`src/rtl/serial_addsub_ctrl.sv`:
```
// Bit-serial add/subtract sequencer: one full-adder cell time-shared over WIDTH cycles, LSB first.
// Start/busy/done handshake; result, cout and ovf hold until the next operation shifts in.
module serial_addsub_ctrl #(
    parameter int unsigned WIDTH = 4,
    parameter int unsigned CNT_W = 3
) (
    input  logic             clk,
    input  logic             rst,
    input  logic             start,
    input  logic             op,
    input  logic [WIDTH-1:0] a,
    input  logic [WIDTH-1:0] b,
    output logic             busy,
    output logic             done,
    output logic [WIDTH-1:0] result,
    output logic             cout,
    output logic             ovf
);

    typedef enum logic [1:0] {StIdle, StRun, StDone} state_e;

    state_e             state_q, state_d;
    logic [WIDTH-1:0]   sreg_a_q, sreg_a_d;
    logic [WIDTH-1:0]   sreg_b_q, sreg_b_d;
    logic [WIDTH-1:0]   result_q, result_d;
    logic [CNT_W-1:0]   count_q, count_d;
    logic               carry_q, carry_d;
    logic               cmsb_q, cmsb_d;
    logic               cout_q, cout_d;
    logic               ovf_q, ovf_d;
    logic               busy_q, busy_d;
    logic               done_q, done_d;

    logic s_bit, c_bit;

    assign s_bit = sreg_a_q[0] ^ sreg_b_q[0] ^ carry_q;
    assign c_bit = (sreg_a_q[0] & sreg_b_q[0]) | (sreg_a_q[0] & carry_q) |
                   (sreg_b_q[0] & carry_q);

    always_comb begin
        state_d  = state_q;
        sreg_a_d = sreg_a_q;
        sreg_b_d = sreg_b_q;
        result_d = result_q;
        count_d  = count_q;
        carry_d  = carry_q;
        cmsb_d   = cmsb_q;
        cout_d   = cout_q;
        ovf_d    = ovf_q;

        unique case (state_q)
            StIdle, StDone: begin
                if (start) begin
                    // Subtract as A + ~B + 1: invert B and seed the carry with op.
                    sreg_a_d = a;
                    sreg_b_d = b ^ {WIDTH{op}};
                    carry_d  = op;
                    count_d  = '0;
                    state_d  = StRun;
                end else begin
                    state_d = StIdle;
                end
            end
            StRun: begin
                result_d = {s_bit, result_q[WIDTH-1:1]};
                sreg_a_d = {1'b0, sreg_a_q[WIDTH-1:1]};
                sreg_b_d = {1'b0, sreg_b_q[WIDTH-1:1]};
                carry_d  = c_bit;
                count_d  = count_q + 1'b1;
                if (count_q == CNT_W'(WIDTH - 2)) begin
                    cmsb_d = c_bit;
                end
                if (count_q == CNT_W'(WIDTH - 1)) begin
                    cout_d  = c_bit;
                    ovf_d   = cmsb_q ^ c_bit;
                    state_d = StDone;
                end
            end
            default: state_d = StIdle;
        endcase

        busy_d = (state_d == StRun);
        done_d = (state_d == StDone);
    end

    always_ff @(posedge clk) begin
        if (rst) begin
            state_q  <= StIdle;
            sreg_a_q <= '0;
            sreg_b_q <= '0;
            result_q <= '0;
            count_q  <= '0;
            carry_q  <= 1'b0;
            cmsb_q   <= 1'b0;
            cout_q   <= 1'b0;
            ovf_q    <= 1'b0;
            busy_q   <= 1'b0;
            done_q   <= 1'b0;
        end else begin
            state_q  <= state_d;
            sreg_a_q <= sreg_a_d;
            sreg_b_q <= sreg_b_d;
            result_q <= result_d;
            count_q  <= count_d;
            carry_q  <= carry_d;
            cmsb_q   <= cmsb_d;
            cout_q   <= cout_d;
            ovf_q    <= ovf_d;
            busy_q   <= busy_d;
            done_q   <= done_d;
        end
    end

    assign busy   = busy_q;
    assign done   = done_q;
    assign result = result_q;
    assign cout   = cout_q;
    assign ovf    = ovf_q;

endmodule

```
`config.mk`:
```
export PLATFORM = sky130hd
export DESIGN_NAME = serial_addsub_ctrl
export DESIGN_NICKNAME = d
export VERILOG_FILES = /design/src/rtl/serial_addsub_ctrl.sv
export SDC_FILE = /design/constraint.sdc
export NUM_CORES = 1
export LEC_CHECK = 0
export BUFFER_PORTS_ARGS = -buffer_cell sky130_fd_sc_hd__buf_2
export CAP_MARGIN = 20
export CORE_UTILIZATION = 45
export DETAILED_ROUTE_END_ITERATION = 12
export PLACE_DENSITY = 0.7
export SETUP_SLACK_MARGIN = 0.5
export SLEW_MARGIN = 40
export SYNTH_ARGS = -nofsm -noshare
export SYNTH_HDL_FRONTEND = slang
export SYNTH_SLANG_ARGS = --single-unit
```
`constraint.sdc`:
```
create_clock -name clk -period 1.3 [get_ports clk]
set_input_delay 0.26 -clock clk [delete_from_list [all_inputs] [get_ports clk]]
set_output_delay 0.26 -clock clk [all_outputs]
set_load 0.01 [all_outputs]
```
Word-level counts from Yosys, hierarchy flattened
Index checks and enable logic that the tools add are counted.
{"block": "totals", "ff_bits": 23, "latchBits": 0, "ramBits": 0, "rom_bits": 0, "inputBits": 12, "elab_cells": 45, "mem_count": 0}
{"block": "classes", "add_sub_neg": 1, "multipliers": 0, "n_div": 0, "magnitude_cmp": 0, "n_eq_ne": 7, "shifts": 0, "muxes": 11, "bitwise": 9, "n_reduce_logical": 6}
{"operator": "$pmux W4 S2", "count": 2}
{"operator": "$mux W4", "count": 2}
{"operator": "$eq A3 B2 Y1 const B", "count": 2}
{"operator": "$pmux W3 S2", "count": 1}
{"operator": "$reduce_and A2 Y1", "count": 3}
{"operator": "$eq A2 B1 Y1 const B", "count": 2}
{"operator": "$eq A2 B2 Y1 const B", "count": 2}
{"operator": "$pmux W2 S2", "count": 1}
{"operator": "$xor A4 B4 Y4", "count": 1}
{"operator": "$add A3 B1 Y3 const B", "count": 1}
{"operator": "$and A1 B1 Y1", "count": 3}
{"operator": "$mux W3", "count": 1}
{"operator": "$xor A1 B1 Y1", "count": 3}
{"operator": "$logic_not A2 Y1", "count": 1}
{"operator": "$mux W1", "count": 2}
{"operator": "$mux W2", "count": 1}
{"operator": "$ne A2 B2 Y1 const B", "count": 1}
{"operator": "$or A1 B1 Y1", "count": 2}
{"operator": "$pmux W1 S2", "count": 1}
{"operator": "$reduce_bool A2 Y1", "count": 1}
{"operator": "$reduce_or A2 Y1", "count": 1}

Longest topological paths before layout
Gate-level depths: netlist of the first run.
{"block": "logic_depth", "word_depth": 4, "ltp_mapped": 5, "ltp_nobuf": 5}

Worst setup path after synthesis of the first run
Ideal clock, no wire load.
{"block": "synth_timing", "path_type": "register -> register", "start": "reg sreg_a_q[0]", "end": "reg ovf_q, in the netlist ovf", "setup_ps": 71, "t_arrival_ps": 1140, "t_required_ps": 1229, "slack_ps": 89, "stages_incl_launch_ff": 5, "n_path_buf": 0, "cell_sequence": "dfxtp_1 -> fa_1 -> xor2_1 -> nand3_1 -> a21oi_1"}
{"block": "synth_between", "elab_chain_len": 4}
{"item": "from (decl)", "line_no": "23", "rtl": "logic [WIDTH-1:0] sreg_a_q, sreg_a_d;"}
{"item": "from (signal assigned)", "line_no": "101", "rtl": "sreg_a_q <= sreg_a_d;"}
{"item": "$and A1 B1 Y1", "line_no": "37", "rtl": "assign c_bit = (sreg_a_q[0] & sreg_b_q[0]) | (sreg_a_q[0] & carry_q) |"}
{"item": "$or A1 B1 Y1 (*) (2 in series)", "line_no": "37"}
{"item": "named net c_bit", "line_no": "34", "rtl": "logic s_bit, c_bit;"}
{"item": "$xor A1 B1 Y1 (*)", "line_no": "75", "rtl": "ovf_d = cmsb_q ^ c_bit;"}
{"item": "to (signal assigned)", "line_no": "108", "rtl": "ovf_q <= ovf_d;"}
{"item": "to (decl)", "line_no": "30", "rtl": "logic ovf_q, ovf_d;"}
The timed path passes the listed nets; every way through them passes the cells marked *.
A chain may end at the register's enable or synchronous reset.

Worst setup path after layout of the first run
{"block": "layout_timing", "start": "reg carry_q", "end": "reg ovf_q, in the netlist ovf"}
{"block": "layout_between", "elab_chain_len": 4}
{"item": "from (decl)", "line_no": "27", "rtl": "logic carry_q, carry_d;"}
{"item": "from (signal assigned)", "line_no": "105", "rtl": "carry_q <= carry_d;"}
{"item": "$and A1 B1 Y1", "line_no": "37"}
{"item": "$or A1 B1 Y1", "line_no": "37"}
{"item": "$or A1 B1 Y1 (*)", "line_no": "37"}
{"item": "named net c_bit", "line_no": "34"}
{"item": "$xor A1 B1 Y1 (*)", "line_no": "75"}
Marked as above.

==> impl.org, run 1 <==
** Global route
- The number of antenna violations at the first check in global routing is 0.
- Number of global-route vias before repair :: 814
- The first global-routing pass estimated between 3000 and 4000 µm of wire.
- Sum of overflow across all layers after global routing :: 0
- Across every metal layer, demand over resource in global routing totals 20.40%.
- Entering global routing, the biggest net connects 24 pins.

** Pwr
- Sw power :: 361.6 µW
- Leak pwr :: just under 0.5 nW
- Across the VDD grid, the largest voltage drop is 0.7120 mV.
- Register share of total power :: 58.0%
- The internal power of the cells totals just under 1 mW.
- Part of the power in combinational logic :: between 10% and 20%
- Net switching is ~27% of the power.
- Pwr per Cell Area :: 1009 nW/µm²
- The share of total power dissipated in the clock network is 25.2%.

** Die
- Die X :: 49.08 µm
- Die height :: 49.08 µm
- During I/O placement, the number of pins put on the boundary was 20.
- Initial standard-cell utilization of the core :: 49.32%
- Number of cell rows :: 16
- The die covers ~2400 µm².
- The core region is 2022 µm².

** STA
- Setup violations remaining at the end of the flow were counted as 0.
- Relative slew margins :: approximately 73%
- Unrepaired setup endpoints after global routing :: yes
- For the finished layout, the period the worst path requires is around 1200 ps.
- Once routing completed, OpenROAD measured the worst setup slack at about 130 ps.
- Across all hold checks on the routed design, the worst slack comes to around 180 ps.
- Between clock sinks in the finished design, the worst skew comes to around 12 ps.
- For the pin with the worst max-slew slack, the measured transition is 408.2 ps.
- The count of pins over their slew limit came to 0.
- Setup total negative slack :: 0 ps
- Timing would allow up to 857.8 MHz.
- Final worst path period share :: 89.67%
- The count of endpoints failing hold in the final timing report is 0.

** Clocking
- For the worst-skew pair, the clock arrives at the later sink with an insertion delay of 320 ps.
- Clock-pin slew of the registers on the worst-case setup and hold paths :: between 100 and 150 ps
- TritonCTS clock tree :: built
- No sink is reached through more buffers than the 2 on the longest clock path.
- Root buffer cell :: sky130_fd_sc_hd__clkbuf_4
- The clock net in this run drives a total of 23 sinks.
- Number of hold buffers added after CTS :: 0
- Number of buffers added by the clock tree synthesis step :: 3
- In this run the number of H-tree levels came out at 1.

** Outcome
- The flow ran to the end, and the final reports show no timing, DRC or antenna violations.

** Route
- After detailed routing, the number of remaining DRC violations is 0.
- After detailed routing, the average wire length per cell comes to ~14 µm.
- Total Routed Length :: 2176 µm
- DR vias/cell :: about 5.2
- In this run, the number of DRC markers left after iteration 0 of detailed routing was 10.
- First-pass DRT Iterations :: 4
- Remaining number of nets flagged by the antenna check after routing :: 0
- Detailed routing inserted a total of 822 vias.

** Placement
- Input and output buffers added on the ports amount to 19.
- At the end of routability-driven placement, the weighted congestion stood at slightly below 0.7.
- Post-Place Setup Slack :: 145.6 ps
- The wire-length estimate of the detail-placed layout is 1376 µm.

** Synthesis
- Synthesis handed over a netlist of 109 instances.
- The synthesized design spends more area on one cell type than any other, namely sky130_fd_sc_hd__dfxtp_1.
- Yosys mapped the design onto 23 distinct sky130hd cell types.
- Summing every instance area after synthesis gives 997.2 µm².
- Sequential area share after synthesis :: 46.17%
- A synthesized cell averages 9.149 µm².
- Most instantiated library cell after synthesis :: sky130_fd_sc_hd__dfxtp_1
- Post-synth top area share :: 46.17%
- Synth area leaders :: sky130_fd_sc_hd__dfxtp_1 (46%), sky130_fd_sc_hd__a21oi_1 (9.0%), sky130_fd_sc_hd__nand3_1 (7.0%), sky130_fd_sc_hd__a22oi_1 (5.3%), sky130_fd_sc_hd__nand2_1 (4.9%)
- In the synthesized netlist the async set-or-reset flop fraction comes to 0%.
- In the synthesized netlist, the cells that appear most often are sky130_fd_sc_hd__dfxtp_1 (23), sky130_fd_sc_hd__a21oi_1 (18), sky130_fd_sc_hd__nand3_1 (14).
- Main flop type after synthesis :: sky130_fd_sc_hd__dfxtp_1
- Yosys printed 0 warnings.
- Number of synthesized flops with an enable pin :: 0
- Net count after synthesis :: 125
- FF+latch count, synth :: 23

** Critical path
- Family with the most delay on the worst path :: adder cells
- Along the worst path, the maximum fanout reaches 4.
- The slowest stage of the critical path is the sky130_fd_sc_hd__fa_2 cell.
- Buffers & Inverters on Critical Path :: 0
- Max incr delay on CP :: 420 ps
- Cell chain of the critical path :: fa_2 -> xor2_1 -> nand3_1 -> a21oi_1
- The setup path with the least slack is of type reg -> reg.
- Req. time, crit path :: 1560 ps
- Setup crit start kind :: register
- Data on the critical path arrives at its endpoint at 1430 ps.
- Endpoint type of the worst setup path :: register

** Run
- Number of max-cap violations :: 0

** Finish
- In the final layout, the share of cells above drive strength 1 is approximately 46%.
- Final layout net count :: 148
- Layout overhead on the synthesized area :: 31.62%
- Antenna cell count :: 0
- Number of filler cells placed in the layout :: approximately 170

** Min path
- The min-delay analysis places its worst path in the category in -> reg.
[tightest hold or removal path, stage by stage]
cell and delay (ps):
sky130_fd_sc_hd__buf_2 90, sky130_fd_sc_hd__nand2_1 40, sky130_fd_sc_hd__a21oi_1 50
[power by group through the flow]
stage / combinational (mW) / sequential [mW] / clock (mW)
4_1_cts: 0.221 / 0.768 / 0.344
6_report: 0.222 / 0.769 / 0.334
2_1_floorplan: 0.154 / 0.780 / 0
3_3_place_gp: 0.182 / 0.780 / 0
3_5_place_dp: 0.187 / 0.782 / 0
5_1_grt: 0.242 / 0.772 / 0.379
[cell families (layout without fill, tap and decap cells)]
logic type	after synthesis	in the layout	synth area share, %
buffers and inverters	10	29	7.151
XOR/XNOR	5	5	4.391
adder cells (fa/ha/maj)	4	4	5.772
AO/OA/AOI/OAI	26	26	15.06
flip-flops	23	23	46.17
multiplexers	1	1	1.004
AND/OR/NAND/NOR	40	43	20.45
[layout by cell type (no fill, tap or decap), types with 2 or more instances in the layout]
| master | count |
|---|---|
| sky130_fd_sc_hd__dfxtp_2 | 8 |
| sky130_fd_sc_hd__xor2_1 | 5 |
| sky130_fd_sc_hd__nand3_1 | 10 |
| sky130_fd_sc_hd__dfxtp_4 | 2 |
| sky130_fd_sc_hd__nor2_1 | 5 |
| sky130_fd_sc_hd__ha_4 | 3 |
| sky130_fd_sc_hd__dfxtp_1 | 13 |
| sky130_fd_sc_hd__and2b_4 | 3 |
| sky130_fd_sc_hd__or2b_4 | 2 |
| sky130_fd_sc_hd__nand3_2 | 4 |
| sky130_fd_sc_hd__clkbuf_4 | 3 |
| sky130_fd_sc_hd__buf_4 | 2 |
| sky130_fd_sc_hd__nand2b_1 | 2 |
| sky130_fd_sc_hd__buf_6 | 7 |
| sky130_fd_sc_hd__a22oi_2 | 6 |
| sky130_fd_sc_hd__nand2_1 | 13 |
| sky130_fd_sc_hd__buf_2 | 14 |
| sky130_fd_sc_hd__a21oi_1 | 17 |
[metrics by stage]
step	instance area, µm²	std cells	power [mW]	utilization, %
after floorplan	1091	109	0.9346	-
after global placement	1164	149	0.9622	57.55
after global routing	1313	158	1.394	64.91
after CTS	1313	158	1.332	64.91
final	1313	158	1.324	64.91
after detailed placement	1164	149	0.9691	57.55
[worst paths after layout]
path,startpoint,end,slack (ps),depth (start not counted)
hold reg to reg,ovf,ovf,470,2
setup reg to reg,carry_q,ovf,130,4
setup / recovery,carry_q,ovf,130,4
hold / removal,a[3],sreg_a_q[3],180,3
[routing by layer]
metal | up-vias | part of all wire, % | wire (µm) | global-route usage (%)
li1 | 422 | - | - | -
met1 | 380 | 44 | 950 | 22.94
met4 | 0 | 2.4 | 53 | 11.76
met5 | - | 0 | 0 | 0
met2 | 15 | 51 | 1108 | 35.62
met3 | 5 | 2.9 | 63 | 3.738
[cell type report]
type	count	area (µm²)	share of cell area (%)
clock buffers	4	26.28	2.002
inverters	2	10.01	0.7626
multi-input cells	79	600.6	45.76
flip-flops and latches	23	478.0	36.42
well taps	27	33.78	2.574
repair buffers	23	163.9	12.49
[sequential cells by signal (all words and copies together) (netlist names)]
signal and flops:
ovf 1, carry_q 1, result 4, cout 1, busy 1, sreg_b_q 4
sreg_a_q 4, state_q 2, cmsb_q 1, count_q 3, done 1
[what timing repair did]
action	in CTS	in global routing
endpoints found under the setup margin	31	31
gates cloned	3	0
gates resized for setup	23	0
pin swaps	4	0
buffers inserted	2	0
No activity file was read; power rests on OpenSTA's default activity.
==> run 2, diff against run 1 <==
- CTS_BUF_LIST: unset -> sky130_fd_sc_hd__clkbuf_8
==> run 2 against run 1 <==
Net effect:
- first-iteration DRC count increased by 70%
- critical path type unchanged
- sequential share of layout area shrank 0.73 points
- highest routed layer unchanged
- clock skew decreased by 5.0 ps
- sequential cell count unchanged
- maximum frequency hardly changed
- die area unchanged
- critical path depth shrank 1
==> impl.org, run 2 (synthesized netlist as in run 1, its figures left out) <==
** Finish
- Antenna cell count :: 0
- Finished layout cell area :: 1350 µm²
- Most frequent standard cell in the layout excluding fill and tap cells :: sky130_fd_sc_hd__a21oi_1
- Layout overhead on the synthesized area :: 35.38%
- For this run, the post-layout net count is approximately 150.
- Of the cells placed in the final design, the portion with a size suffix greater than 1 is between 40 and 50%.
- Most frequent cells in the layout :: sky130_fd_sc_hd__a21oi_1 (17), sky130_fd_sc_hd__buf_2 (14), sky130_fd_sc_hd__nand2_1 (13)

** Pwr
- Max VDD drop :: 0.7485 mV
- The design draws 1.428 mW.
- Sw power :: 371.1 µW
- Register share of total power :: 53.9%
- In this run the power density over the cells is roughly 1100 nW/µm².
- The share of total power dissipated in the clock network is 30.1%.
- Leak pwr :: 0.5165 nW
- Net switching fraction of the power :: 25.99%
- Part of the power in combinational logic :: between 10% and 20%
- The internal portion of the total power is between 1 and 1.5 mW.

** STA
- For this run, the top clock speed supported by timing is approximately 860 MHz.
- Setup total negative slack :: 0 ps
- The count of pins over their slew limit is 0.
- Worst hold margin :: 237.4 ps
- Unrepaired setup endpoints after global routing :: yes
- Worst setup skew after layout :: 6.924 ps
- Setup violations remaining at the end of the flow were counted as 0.
- Setup slack on the critical path of the routed design comes to 134.3 ps.
- Relative slew margins :: a little under three quarters
- Measured slew at the worst slew-check pin :: 427.7 ps
- For the finished layout, the period the worst path requires is 1166 ps.
- The count of endpoints failing hold in the final timing report came to 0.
- Final worst path period share :: 89.67%

** Route
- Wires add up to 2252 µm.
- Iteration-0 DRC count of the detailed router :: 17
- For this block, the via count after detailed routing is 854.
- For this run, design rule violations remaining after detail routing come to 0.
- Dividing the detail-routed wire length by the instance count gives around 14 µm.
- The first TritonRoute pass finished after 4 iterations.
- Using the TritonRoute via totals, the vias-per-cell ratio works out to 5.371.
- Remaining number of nets flagged by the antenna check after routing :: 0

** Clocking
- Root buffer cell :: sky130_fd_sc_hd__clkbuf_8
- TritonCTS clock tree :: built
- Clock latency on the worst-skew pair, taken at its later pin, is 260 ps.
- After clock tree synthesis, the clock-pin slew on the worst setup and hold paths is 70 ps.
- In this run the number of H-tree levels came out at 1.
- The number of clock buffers added by TritonCTS is 3.
- Counting along the longest clock path gives a buffer depth of 2.
- Number of hold buffers added after CTS :: 0
- For this design, the sink count on the clock tree is 23.

** Critical path
- Cell chain of the critical path :: fa_2 -> a22oi_1 -> a21oi_1
- Data on the critical path arrives at its endpoint at 1300 ps.
- Kind of critical path :: reg -> reg
- For the worst setup path, the data required time is 1430 ps.
- Setup crit start kind :: register
- For the worst flop-to-flop path, the logic depth is 3.
- The worst setup path is captured at a register.
- Max incr delay on CP :: 420 ps
- Of all nets on the critical path, the largest fanout is 4.
- Cell with the largest stage delay on the worst path :: sky130_fd_sc_hd__fa_2

** Die
- The initialized floorplan defines 16 standard-cell rows.
- Die height :: a little under 50 µm
- From left edge to right edge, the die measures approximately 50 µm.
- The die covers 2408 µm².
- Initial standard-cell utilization of the core :: 49.32%
- Standard cell core area :: 2022 µm²
- For this design the top-level I/O count stands at 20.

** Min path
- Cell depth of the worst hold path :: 3
- The path class of the tightest hold or removal check is in -> reg.

** Placement
- Placed inst area :: 1164 µm²
- Number of input and output port buffers inserted :: 19
- Timing analysis after detailed placement gives a worst setup slack of 145.6 ps.
- DP HPWL :: ~1400 µm
- Final estimated routing congestion in global placement :: 0.6930

** Global route
- Largest net degree at the start of global routing :: 24
- Overall track demand over capacity in global routing :: about a fifth
- The number of antenna violations at the first check in global routing was 0.
- Global-route wire length before repair :: 3629 µm
- For this run the aggregate overflow at the end of global routing stands at 0.
- The number of global-route vias before repair came to 843.

** Outcome
- Result of the run :: finished clean

** Run
- Number of max-cap violations :: 0
-- run 2: critical path, delay by kind of cell, from the launching register on --
family | cells | cell delay [ps]
flip-flops | 1 | 340
AO/OA/AOI/OAI | 2 | 280
adder cells (fa/ha/maj) | 1 | 420
-- run 2: final cells by class --
type                       count  area (µm²)
multi-input combinational     79       608.1
fill                         167       671.9
sequential                    23       481.7
clock inverter                 1       3.754
clock buffer                   3       41.29
tap                           27       33.78
inverter                       2       10.01
timing repair buffer          24       171.4
-- run 2: routing by layer --
layer | vias to the layer above | part of all wire [%] | track usage [%]
li1 | 421 | - | -
met1 | 412 | 42 | 22.50
met2 | 17 | 54 | 35.39
met3 | 4 | 2.4 | 3.738
met4 | 0 | 1.6 | 10.78
met5 | - | 0 | 0
-- run 2: power by group through the flow --
stage / Combinational, mW / Clock, mW / Sequential (mW)
after floorplan: 0.154 / 0 / 0.780
after global placement: 0.182 / 0 / 0.780
after detailed placement: 0.187 / 0 / 0.782
after CTS: 0.210 / 0.445 / 0.767
after global routing: 0.250 / 0.471 / 0.772
final: 0.229 / 0.430 / 0.769
-- run 2: repair_timing --
action	in CTS	in global routing
buffers inserted	2	1
gates resized for setup	17	10
gates cloned	3	0
setup endpoints to repair	31	31
pin swaps	2	7
-- run 2: path summary, 6_finish.rpt --
path                             startpoint     endpoint  slack [ps]
worst max-delay path            sreg_a_q[0]      carry_q         130
worst max register to register  sreg_a_q[0]      carry_q         130
worst min-delay path                   a[3]  sreg_a_q[3]         240
worst min register to register          ovf          ovf         460
-- run 2: stage by stage --
step / util [%] / std cells
2_1_floorplan: - / 109
3_3_place_gp: 57.55 / 149
3_5_place_dp: 57.55 / 149
5_1_grt: 66.77 / 159
4_1_cts: 64.60 / 158
6_report: 66.77 / 159
